**src/rtl/stream_accumulator.sv**
```systemverilog
// stream_accumulator: de-interleaves a round-robin sample stream into CHANNELS
// lanes, reduces FRAME_LEN samples per lane (unsigned sum, signed sum or signed
// max, saturating), then drains one OUT_W result per lane downstream.
// Ports: clk/rst_n (async active-low), clear (sync flush), mode (reduction),
//   in_empty/in_data/in_rden (upstream FIFO, data 1 cycle after rden),
//   out_full/out_wren/out_data (downstream FIFO), frame_done pulse, overflow.
module stream_accumulator #(
  parameter int IN_W      = 8,
  parameter int OUT_W     = 32,
  parameter int CHANNELS  = 4,
  parameter int FRAME_LEN = 16
) (
  input  logic             clk,
  input  logic             rst_n,
  input  logic             clear,
  input  logic [1:0]       mode,
  input  logic             in_empty,
  input  logic [IN_W-1:0]  in_data,
  output logic             in_rden,
  input  logic             out_full,
  output logic             out_wren,
  output logic [OUT_W-1:0] out_data,
  output logic             frame_done,
  output logic             overflow
);

  localparam int TOTAL = CHANNELS * FRAME_LEN;
  localparam int CNT_W = $clog2(TOTAL + 1);
  localparam int CH_W  = (CHANNELS > 1) ? $clog2(CHANNELS) : 1;
  // Lane storage is rounded up to a power of two so a CH_W-bit index always fits.
  localparam int LANES = 2 ** CH_W;

  localparam logic [CNT_W-1:0] TOTAL_C = CNT_W'(TOTAL);
  localparam logic [CNT_W-1:0] LAST_C  = CNT_W'(TOTAL - 1);
  localparam logic [CNT_W-1:0] FIRST_C = CNT_W'(CHANNELS);
  localparam logic [CH_W-1:0]  LAST_CH = CH_W'(CHANNELS - 1);

  typedef enum logic {
    S_ACC   = 1'b0,
    S_DRAIN = 1'b1
  } state_t;

  state_t             state;
  state_t             state_nxt;
  logic [CNT_W-1:0]   issued;
  logic [CNT_W-1:0]   rcvd;
  logic [CH_W-1:0]    ch;
  logic [CH_W-1:0]    didx;
  logic [1:0]         mode_q;
  logic               rd_pend;
  logic [OUT_W-1:0]   acc [LANES];

  logic               smp_vld;
  logic               last_smp;
  logic               last_wr;
  logic               first_smp;
  logic [OUT_W-1:0]   cur;
  logic [OUT_W-1:0]   x_zext;
  logic [OUT_W-1:0]   x_sext;
  logic [OUT_W:0]     uadd;
  logic [OUT_W:0]     sadd;
  logic [OUT_W-1:0]   new_val;
  logic               sat_hit;

  // A sample is on in_data exactly one cycle after each issued read.
  assign smp_vld   = rd_pend;
  assign last_smp  = smp_vld && (rcvd == LAST_C);
  assign last_wr   = out_wren && (didx == LAST_CH);
  assign first_smp = rcvd < FIRST_C;

  assign in_rden  = rst_n && (state == S_ACC) && !in_empty && (issued < TOTAL_C) && !clear;
  assign out_wren = (state == S_DRAIN) && !out_full;
  assign out_data = acc[didx];

  always_comb begin
    state_nxt = state;
    case (state)
      S_ACC:   if (last_smp) state_nxt = S_DRAIN;
      S_DRAIN: if (last_wr)  state_nxt = S_ACC;
      default: state_nxt = S_ACC;
    endcase
  end

  // Reduction datapath for the lane currently receiving.
  always_comb begin
    cur     = acc[ch];
    x_zext  = {{(OUT_W-IN_W){1'b0}}, in_data};
    x_sext  = {{(OUT_W-IN_W){in_data[IN_W-1]}}, in_data};
    uadd    = {1'b0, cur} + {1'b0, x_zext};
    sadd    = {cur[OUT_W-1], cur} + {x_sext[OUT_W-1], x_sext};
    new_val = cur;
    sat_hit = 1'b0;
    if (first_smp) begin
      new_val = (mode_q == 2'b00) ? x_zext : x_sext;
    end else begin
      case (mode_q)
        2'b00: begin
          if (uadd[OUT_W]) begin
            new_val = {OUT_W{1'b1}};
            sat_hit = 1'b1;
          end else begin
            new_val = uadd[OUT_W-1:0];
          end
        end
        2'b10: begin
          new_val = ($signed(x_sext) > $signed(cur)) ? x_sext : cur;
        end
        default: begin
          // Signed overflow when the extra sign bit disagrees with the MSB.
          if (sadd[OUT_W] != sadd[OUT_W-1]) begin
            new_val = sadd[OUT_W] ? {1'b1, {(OUT_W-1){1'b0}}}
                                  : {1'b0, {(OUT_W-1){1'b1}}};
            sat_hit = 1'b1;
          end else begin
            new_val = sadd[OUT_W-1:0];
          end
        end
      endcase
    end
  end

  always_ff @(posedge clk or negedge rst_n) begin
    if (!rst_n) begin
      state      <= S_ACC;
      issued     <= '0;
      rcvd       <= '0;
      ch         <= '0;
      didx       <= '0;
      mode_q     <= '0;
      rd_pend    <= 1'b0;
      frame_done <= 1'b0;
      overflow   <= 1'b0;
      for (int i = 0; i < LANES; i++) acc[i] <= '0;
    end else if (clear) begin
      // Dropping rd_pend discards any sample still in flight from before the flush.
      state      <= S_ACC;
      issued     <= '0;
      rcvd       <= '0;
      ch         <= '0;
      didx       <= '0;
      mode_q     <= '0;
      rd_pend    <= 1'b0;
      frame_done <= 1'b0;
      overflow   <= 1'b0;
      for (int i = 0; i < LANES; i++) acc[i] <= '0;
    end else begin
      state      <= state_nxt;
      rd_pend    <= in_rden;
      frame_done <= last_wr;
      if (in_rden) begin
        issued <= issued + 1'b1;
        // Mode is frozen at the frame's first read; 11 behaves as signed sum.
        if (issued == '0) mode_q <= (mode == 2'b11) ? 2'b01 : mode;
      end
      if (smp_vld) begin
        acc[ch]  <= new_val;
        overflow <= overflow | sat_hit;
        rcvd     <= rcvd + 1'b1;
        ch       <= (ch == LAST_CH) ? '0 : ch + 1'b1;
      end
      if (out_wren) didx <= didx + 1'b1;
      if (last_wr) begin
        issued <= '0;
        rcvd   <= '0;
        ch     <= '0;
        didx   <= '0;
      end
    end
  end

endmodule

```
**config.mk**
```make
export PLATFORM = sky130hd
export DESIGN_NAME = stream_accumulator
export DESIGN_NICKNAME = d
export VERILOG_FILES = /design/src/rtl/stream_accumulator.sv
export SDC_FILE = /design/constraint.sdc
export NUM_CORES = 1
export LEC_CHECK = 0
export ABC_AREA = 1
export CAP_MARGIN = 10
export CORE_ASPECT_RATIO = 1.4
export CORE_MARGIN = 2
export CORE_UTILIZATION = 56
export CTS_BUF_LIST = sky130_fd_sc_hd__clkbuf_8
export CTS_CLUSTER_DIAMETER = 30
export CTS_CLUSTER_SIZE = 25
export DETAILED_ROUTE_END_ITERATION = 8
export PLACE_DENSITY = 0.81
export SYNTH_ARGS = -nofsm -noshare
export SYNTH_HDL_FRONTEND = slang
export SYNTH_SLANG_ARGS = --single-unit
```
**constraint.sdc**
```tcl
create_clock -name clk -period 3.73 [get_ports clk]
set_input_delay 0.5595 -clock clk [delete_from_list [all_inputs] [get_ports clk]]
set_output_delay 0.5595 -clock clk [all_outputs]
set_load 0.05 [all_outputs]
```
Yosys cells after proc, flatten, opt, wreduce, memory -nomap -nowiden
Cells that the tools add are included.

Memory bits (writable): 0. Flip-flop bits (word level): 152. Latch bits: 0. Word-level logic and storage cells: 102. Bits in read-only memories: 0. Memories kept: 0. Output and inout bits: 36. Input port bits: 15.

Multiply operators: 0. Equality and inequality tests: 6. Add/sub/neg operators: 6. Bitwise operators: 4. Reductions and logical operators: 20. Muxes and demuxes: 47. Shifts and indexed selects: 0. Magnitude comparators: 6. Div/mod/pow operators: 0.

Operator list (count): 32-bit two-way mux (11); 128-bit two-way mux (2); 32-bit binary-select mux with 2-bit select (2); 128-bit bitwise mux (1); 32-bit by 8-bit adder with 33-bit output (2); 32-bit demux with 2-bit select (1); 32-bit case mux with 2 select lines (1); 7-bit two-way mux (6); 8-bit by 32-bit > comparator with 1-bit output (1); 2-bit two-way mux (11); 7-bit by 1-bit adder with 7-bit output, second input constant (2); 1-bit two-way mux (10); 3-bit nonzero test (3); 2-bit == test, second input constant (4); 1-bit logical AND (8); 7-bit by 6-bit == test with 1-bit output, second input constant (1); 7-bit logical NOT (1); 7-bit by 3-bit less-than comparator with 1-bit output, second input constant (1); 7-bit less-than comparator, second input constant (1); 3-bit greater-or-equal comparator, second input constant (2); 2-bit inverter with 3-bit output (2); 2-bit nonzero test (3); 2-bit by 1-bit adder with 2-bit output, second input constant (2); 1-bit case mux with 2 select lines (2); other kinds (7) (9).

Depth between registers and ports, before layout
Gate-level depths: netlist of run 1.

Depth after elaboration: 12. Gate-level depth with buffers: 28. Depth with buffers taken out: 24.

Worst setup path before layout of run 1
No wires, ideal clock.

Path kind: reg-to-reg. Start point: reg ch[0]. End point: reg acc[44] (netlist name). Path buffers: 4. Period minus slack after synthesis: 3526 ps. Setup time: 66 ps. Data arrival time: 3460 ps. Stages on the path, launching flop included: 27. Path slack: 204 ps. Cell sequence: dfrtp_1 inv_2 buf_6 buf_2 buf_1 nand2_1 a32oi_1 inv_1 ha_1 o21ai_0 nand3_1 nand2_1 nand2_1 nand2_2 nand2_1 nand2_1 nand2_1 nand2_2 nand2_2 buf_4 nand2_1 nand2_1 nand2_1 nand3_1 nand2_1 nand3_1 nand2_1.

Cells in the longest elaborated chain, start to end: 12. Elaborated cells on any way between the ends: 22. Those cells by class: add/sub (2); order compare (3); eq/ne (1); mux (14); bitwise (1); reduce/logical (1).

Ends and longest elaborated chain: start: declaration (line 47) `logic [CH_W-1:0] ch;`; start signal: assignment (line 159) `ch <= (ch == LAST_CH) ? '0 : ch + 1'b1;`; 2-bit inverter with 3-bit output (implied by the code) * (line 86, 156); 32-bit binary-select mux with 2-bit select (line 86) `cur = acc[ch];`; 32-bit two-way mux (implied by the code) (2 in series) (line 86); 32-bit by 8-bit adder with 33-bit output (line 90) `sadd = {cur[OUT_W-1], cur} + {x_sext[OUT_W-1], x_sext};`; 32-bit two-way mux or 1-bit inequality test (tied branches) (line 111, 110); 32-bit two-way mux (line 110) `if (sadd[OUT_W] != sadd[OUT_W-1]) begin`; 32-bit case mux with 2 select lines (line 96) `case (mode_q)`; 32-bit two-way mux (line 93) `if (first_smp) begin`; 128-bit bitwise mux * (line 156) `acc[ch] <= new_val;`; 128-bit two-way mux * (line 155) `if (smp_vld) begin`; 128-bit two-way mux * (line 134) `end else if (clear) begin`; end signal: indexed assignment (line 156); end: declaration (line 51) `logic [OUT_W-1:0] acc [LANES];`.

Mark *: on every way between the ends. The rest lies on a longest branch, timed or not. The select of a mux whose other input is x is not followed. A chain may end at the register's enable or synchronous reset.

Worst setup path after layout of run 1
Start point: reg ch[0]. End point: reg acc[98] (netlist name).

Same word-level chain as after synthesis.

==> out/results.ini, run 1 <==
[die]
rows=67
die_w_um=135.1
ios=51
core_mm2=0.02381
chipHeight_um=187.5
initial_utilization_pct=56.57
die_area_mm2=0.02533

[cts]
clk_pin_slew_ns=0.08
worstSkewPairLatency_ns=0.47
cts_made_buffers=17
cts_max_path_buffers=2
cts_num_sinks=152
cts_max_level=4
cts_root_buf=clkbuf_8
cts_tree=done

[layout]
syn2layout_area_growth_pct=16.68
antennaDiodeCount=0
nNetsFinal=2342
layout.cells.most_common=nand2_1
most-common-layout-cells=nand2_1, nand3_1, nor2_1
layout-drive-gt1-share_pct=15.95
fin_util_pct=66.01
fillers=2217

[pwr]
p_sw_share_pct=33.73
total_power_uw=4078
power_frac_comb_pct=25.7
p_leak_uw=0.008131
p_seq_share_pct=41.2
power.internal_uw=2703
clkPwrFrac_pct=33.1
cellPowerDensity_mw_per_mm2=259.5
p_sw_uw=1375
vdd.ir_drop.worst_mv=0.4282

[worst_setup_path]
crit_family=simple AND/OR/NAND/NOR gates
slowest_stage=dfrtp_2
critical_path_arrival_ns=3.98
endpoint_kind=flip-flop
cp_common_cell=nand2_1
slowest_delay_ns=0.47
cp-start-kind=flip-flop
critPathRequiredTime_ns=4.09
cp_max_fo=23
reg2reg_slack_ns=0.11
critPathKind=reg2reg
path_buf_inv=5
crit_chain=clkinv_4, buf_12, clkbuf_16, nand2_1, nand3_1, nand2_2, ha_1, or2_1, nor2_1, nand2_1, nor3_2, nand2_2, nand3_1, nand2_1, buf_4, a21oi_4, buf_12, nand2_1, nand3_1, nand2_1, nand2_1, nand2_1

[yosys]
syn-num-nets=2244
syn-instance-count=2146
ys_ff_latch=152
ys_seq_area_share_pct=28.24
synth_area_per_cell_um2=6.276
yosys_warnings=0
netlist_area_mm2=0.01347
yosys.cell_types.count=45

[placement]
place_hpwl_um=33220
gp_congestion=1.049
io_buffers=50

[routing]
first_iter_violations=1669
viasPerCell=5.958
wire_per_inst_um=18.24
drtPass1Iterations=6
ant_nets=0
vias=15300
routed_wl_um=46820
drc=0

[sta]
setup-violations-final=0
clock_skew_ns=0.01423
fin_tns_setup_ns=0
slew-limit-headroom_pct=41.89
period_share_pct=96.96
finalHoldViolations=0
fin_crit_ns=3.617
rsz0062_at_grt=true
worst_pin_slew_ns=0.8716
maxSlewViolCount=0
fmax_mhz=276.5

[hold_path]
hold_class=reg2reg

[global_route]
overflow=0
first_global_vias=14580
grt_pass1_wl_um=74460
grt.total_usage_pct=37.03
grt_start_max_net_pins=84
grt_antenna_before_repair=0

[run_status]
status=complete, no violations

[run]
drv_cap=0

==> through the flow <==
step	cell area, um^2	instances	hold WS (ns)	setup slack [ns]
6_report	15720	2567	0.5027	0.1132
4_1_cts	15350	2563	0.5054	0.003254
2_1_floorplan	13470	2146	0.2639	0.2045
3_5_place_dp	14920	2530	0.4768	0.02967
5_1_grt	15720	2567	0.5260	-0.09366
3_3_place_gp	14920	2530	0.4661	0.07940
==> timing repair <==
action                                  4_1_cts  5_1_grt
endpoints found under the setup margin        0      129
gates resized for setup                       0       80
setup buffers                                 0        3
endpoints found under the hold margin        37        0
hold buffers                                  1        0
==> final cells by class <==
| cell class | instances | area [um^2] | area share [%] |
|---|---|---|---|
| repair buffers | 182 | 1623 | 10.33 |
| clock inverters | 14 | 172.7 | 1.099 |
| multi-input cells | 1725 | 8851 | 56.32 |
| inverters | 166 | 628.1 | 3.997 |
| well taps | 310 | 387.9 | 2.468 |
| clock buffers | 18 | 247.7 | 1.576 |
| flip-flops and latches | 152 | 3806 | 24.22 |
==> path summary, 6_finish.rpt <==
kind,start,end,cells after the start
max,ch[0],acc[98],22
min,acc[63],acc[63],2
max reg2reg,ch[0],acc[98],22
min in group asynchronous,rst_n,rcvd[5],2
min reg2reg,acc[63],acc[63],2
max in group asynchronous,rst_n,acc[57],3
==> metal layers <==
metal | part of all wire (%) | vias to the layer above | routed length, um | GRT usage, %
li1 | - | 7097 | - | -
met1 | 37 | 7064 | 17450 | 46.13
met2 | 48 | 919 | 22290 | 60.72
met3 | 9.2 | 215 | 4329 | 6.083
met4 | 5.9 | 0 | 2752 | 20.75
met5 | 0 | - | 0 | 0
==> synthesized netlist by cell type, drive strengths merged <==
cell    number  share of area, %
nand3      252                10
xnor2        1             0.065
clkbuf      51               1.4
nor3b        1             0.056
and3         1             0.046
o22ai       32               1.5
a211oi       2              0.11
fa           1              0.15
nor2       219               6.7
clkinv       2             0.056
xor2        26               1.7
nor3        22              0.85
a32oi        7              0.46
o21a         3              0.17
buf         52               2.5
nand3b       5              0.28
a41oi        1             0.065
o21ai      105               3.9
nand4       28               1.4
a31oi        1             0.046
nor4         3              0.14
o21bai       7              0.39
nand2      845                24
a21oi       71               2.8
o211ai       2              0.11
or2          5              0.23
ha          82               7.6
inv        164               4.6
a21o         3              0.17
dfrtp      152                28
==> registers in the layout, summed over array words and instances, names as in the netlist <==
register and cells:
acc 128, ch 2, didx 2, frame_done 1
issued 7, mode_q 2, overflow 1, rcvd 7
rd_pend 1, state 1
==> logic make-up (layout without fill, tap and decap cells) <==
family / after synthesis / in the layout / share of synthesized area (%)
flops: 152 / 152 / 28.24
buf+inv: 269 / 380 / 8.500
simple gates: 1381 / 1381 / 44.06
xor+xnor: 27 / 27 / 1.756
fa+ha+maj: 83 / 83 / 7.766
compound gates: 234 / 234 / 9.680
==> worst register-to-register path, stage by stage, from the launching register on <==
cell,delay [ns]
dfrtp_2,0.47
clkinv_4,0.10
buf_12,0.11
clkbuf_16,0.19
nand2_1,0.07
nand3_1,0.08
nand2_2,0.09
ha_1,0.38
or2_1,0.29
nor2_1,0.14
nand2_1,0.12
nor3_2,0.20
nand2_2,0.10
nand3_1,0.08
nand2_1,0.09
buf_4,0.16
a21oi_4,0.23
buf_12,0.15
nand2_1,0.05
nand3_1,0.07
nand2_1,0.16
nand2_1,0.10
nand2_1,0.05
==> power by group through the flow <==
| stage | clock [uW] | sequential [uW] | combinational [uW] |
|---|---|---|---|
| global placement | 0 | 1710 | 963 |
| CTS | 1360 | 1680 | 975 |
| global route | 1440 | 1680 | 1130 |
| floorplan | 0 | 1700 | 591 |
| finish | 1350 | 1680 | 1050 |
| detailed placement | 0 | 1710 | 970 |
(Power assumes the default switching activity.)
==> inputs of run 2 (changes only) <==
--- a/config.mk
+++ b/config.mk
@@ -15,6 +15,8 @@
 export CTS_CLUSTER_SIZE = 25
 export DETAILED_ROUTE_END_ITERATION = 8
 export PLACE_DENSITY = 0.81
+export RECOVER_POWER = 25
+export SLEW_MARGIN = 20
 export SYNTH_ARGS = -nofsm -noshare
 export SYNTH_HDL_FRONTEND = slang
 export SYNTH_SLANG_ARGS = --single-unit
==> run 2 against run 1 <==
Net effect: global-route usage stayed put; die area stayed put; worst hold slack hardly changed; total power hardly changed; critical endpoint is now acc[99]; non-clock buffer count stayed put; worst setup slack worse by 0.0074 ns; routed wire length hardly changed; clock power hardly changed; design area hardly changed.
==> out/results.ini, run 2 (same netlist as run 1, synthesis figures left out) <==
[run_status]
status=complete, no violations

[worst_setup_path]
cp_max_fo=23
critPathKind=reg2reg
rr_worst_depth=22
startpoint=ch[0]
r2r_start=ch[0]
critPathRequiredTime_ns=4.10
endpoint_kind=flip-flop
cp-start-kind=flip-flop
rr_endpoint=acc[99]
reg2reg_slack_ns=0.11
setup.worst_path.end=acc[99]
critical_path_arrival_ns=4.00

[routing]
drc=0
wire_per_inst_um=18.23
ant_nets=0
routed_wl_um=46810
viasPerCell=5.948
first_iter_violations=1668
vias=15270
drtPass1Iterations=7

[global_route]
grtUsageMet3_pct=6.083
overflow=0
grt.total_usage_pct=37.03
first_global_vias=14580
grt_util_met2_pct=60.72
grt_start_max_net_pins=84
grt_use_met1_pct=46.13
grt_antenna_before_repair=0
top_usage_layer=met2
grt_pass1_wl_um=74460

[sta]
fin_crit_ns=3.624
finalHoldViolations=0
period_share_pct=97.16
maxSlewViolCount=0
slew-limit-headroom_pct=6.484
rsz0062_at_grt=true
clock_skew_ns=0.01476
fmax_mhz=275.9
setup-violations-final=0
worst_pin_slew_ns=1.403

[layout]
register_area_mm2=0.003806
syn2layout_area_growth_pct=16.66
regMostFlops=acc
fillers=2218
nNetsFinal=2342
finalNonFillerCells=2567
antennaDiodeCount=0
layout.cells.most_common=nand2_1
largest_reg_flops=128
layout-drive-gt1-share_pct=15.95
multiInputGateArea_mm2=0.008851
fin_util_pct=66.00
most-common-layout-cells=nand2_1, nand3_1, nor2_1
reg.largest.list=acc (128), issued (7), rcvd (7)

[run]
drv_cap=0

[placement]
io_buffers=50
placedCellCount=2530
place_hpwl_um=33220
gp_congestion=1.049

[cts]
worstSkewPairLatency_ns=0.47
cts_made_buffers=17
cts_num_sinks=152
cts_max_level=4
cts_tree=done
clk_pin_slew_ns=0.09
cts_max_path_buffers=2
cts_root_buf=clkbuf_8

[die]
ios=51
chipHeight_um=187.5
rows=67
die_w_um=135.1
initial_utilization_pct=56.57
core_mm2=0.02381
die_area_mm2=0.02533

[hold_path]
hold_class=reg2reg

[pwr]
vdd.ir_drop.worst_mv=0.4289
p_leak_uw=0.008130
cellPowerDensity_mw_per_mm2=259.6

[run 2: cell types whose count changed in the layout (fill, tap and decap cells not counted), sizes merged]
| cell | change |
|---|---|
| clkbuf | +1 |
| buf | -1 |
[run 2: where the power goes]
group	switching, uW	leakage, uW	internal (uW)
Combinational	689	0.00581	359
Sequential	21.3	0.00211	1660
Clock	667	0.000210	684
[run 2: worst min-delay path by stage]
stage	endpoint	depth (start not counted)	start	slack (ns)
3_3_place_gp	acc[63]	2	acc[63]	0.47
6_report	acc[63]	2	acc[63]	0.50
2_1_floorplan	acc[0]	0	rst_n	0.26
3_5_place_dp	issued[5]	1	rst_n	0.48
4_1_cts	acc[89]	2	acc[89]	0.51
5_1_grt	acc[62]	2	acc[62]	0.53
[run 2: layer usage]
metal	wire, um	vias to the layer above
met5	0	-
met4	2726	0
met3	4361	201
met2	22320	933
met1	17400	7045
li1	-	7090
[run 2: layout make-up]
class / instances / area share [%]
clock buffers: 18 / 1.577
clock inverters: 14 / 1.099
inverters: 166 / 3.997
multi-input cells: 1725 / 56.33
flip-flops and latches: 152 / 24.22
well taps: 310 / 2.468
repair buffers: 182 / 10.31
[run 2: per-stage QoR]
stage                     instance area (um^2)  hold slack (ns)  setup slack [ns]  power [uW]  TNS (ns)
after global routing                     15710           0.5260          -0.09366        4252    -3.158
after detailed placement                 14920           0.4768           0.02967        2682         0
after global placement                   14920           0.4661           0.07940        2675         0
after floorplan                          13470           0.2639            0.2045        2291         0
final                                    15710           0.5026            0.1059        4079         0
after CTS                                15350           0.5054          0.003254        4012         0
[run 2: repair_timing]
| item | 4_1_cts | 5_1_grt |
|---|---|---|
| buffers inserted | 0 | 3 |
| hold endpoints to repair | 37 | 0 |
| hold buffers | 1 | 0 |
| endpoints found under the setup margin | 0 | 129 |
| resized for setup | 0 | 80 |
[run 2: critical path, stage by stage (launching register included)]
cell	delay, ns
dfrtp_2	0.47
clkinv_4	0.10
buf_12	0.11
clkbuf_16	0.19
nand2_1	0.08
nand3_1	0.08
nand2_2	0.09
ha_1	0.38
or2_1	0.29
nor2_1	0.14
nand2_1	0.12
nor3_2	0.20
nand2_2	0.10
nand3_1	0.08
nand2_1	0.09
buf_4	0.16
a21oi_4	0.23
buf_12	0.15
o21ai_0	0.09
nand3b_1	0.12
nand2_2	0.11
nand2_1	0.08
nand2_1	0.05
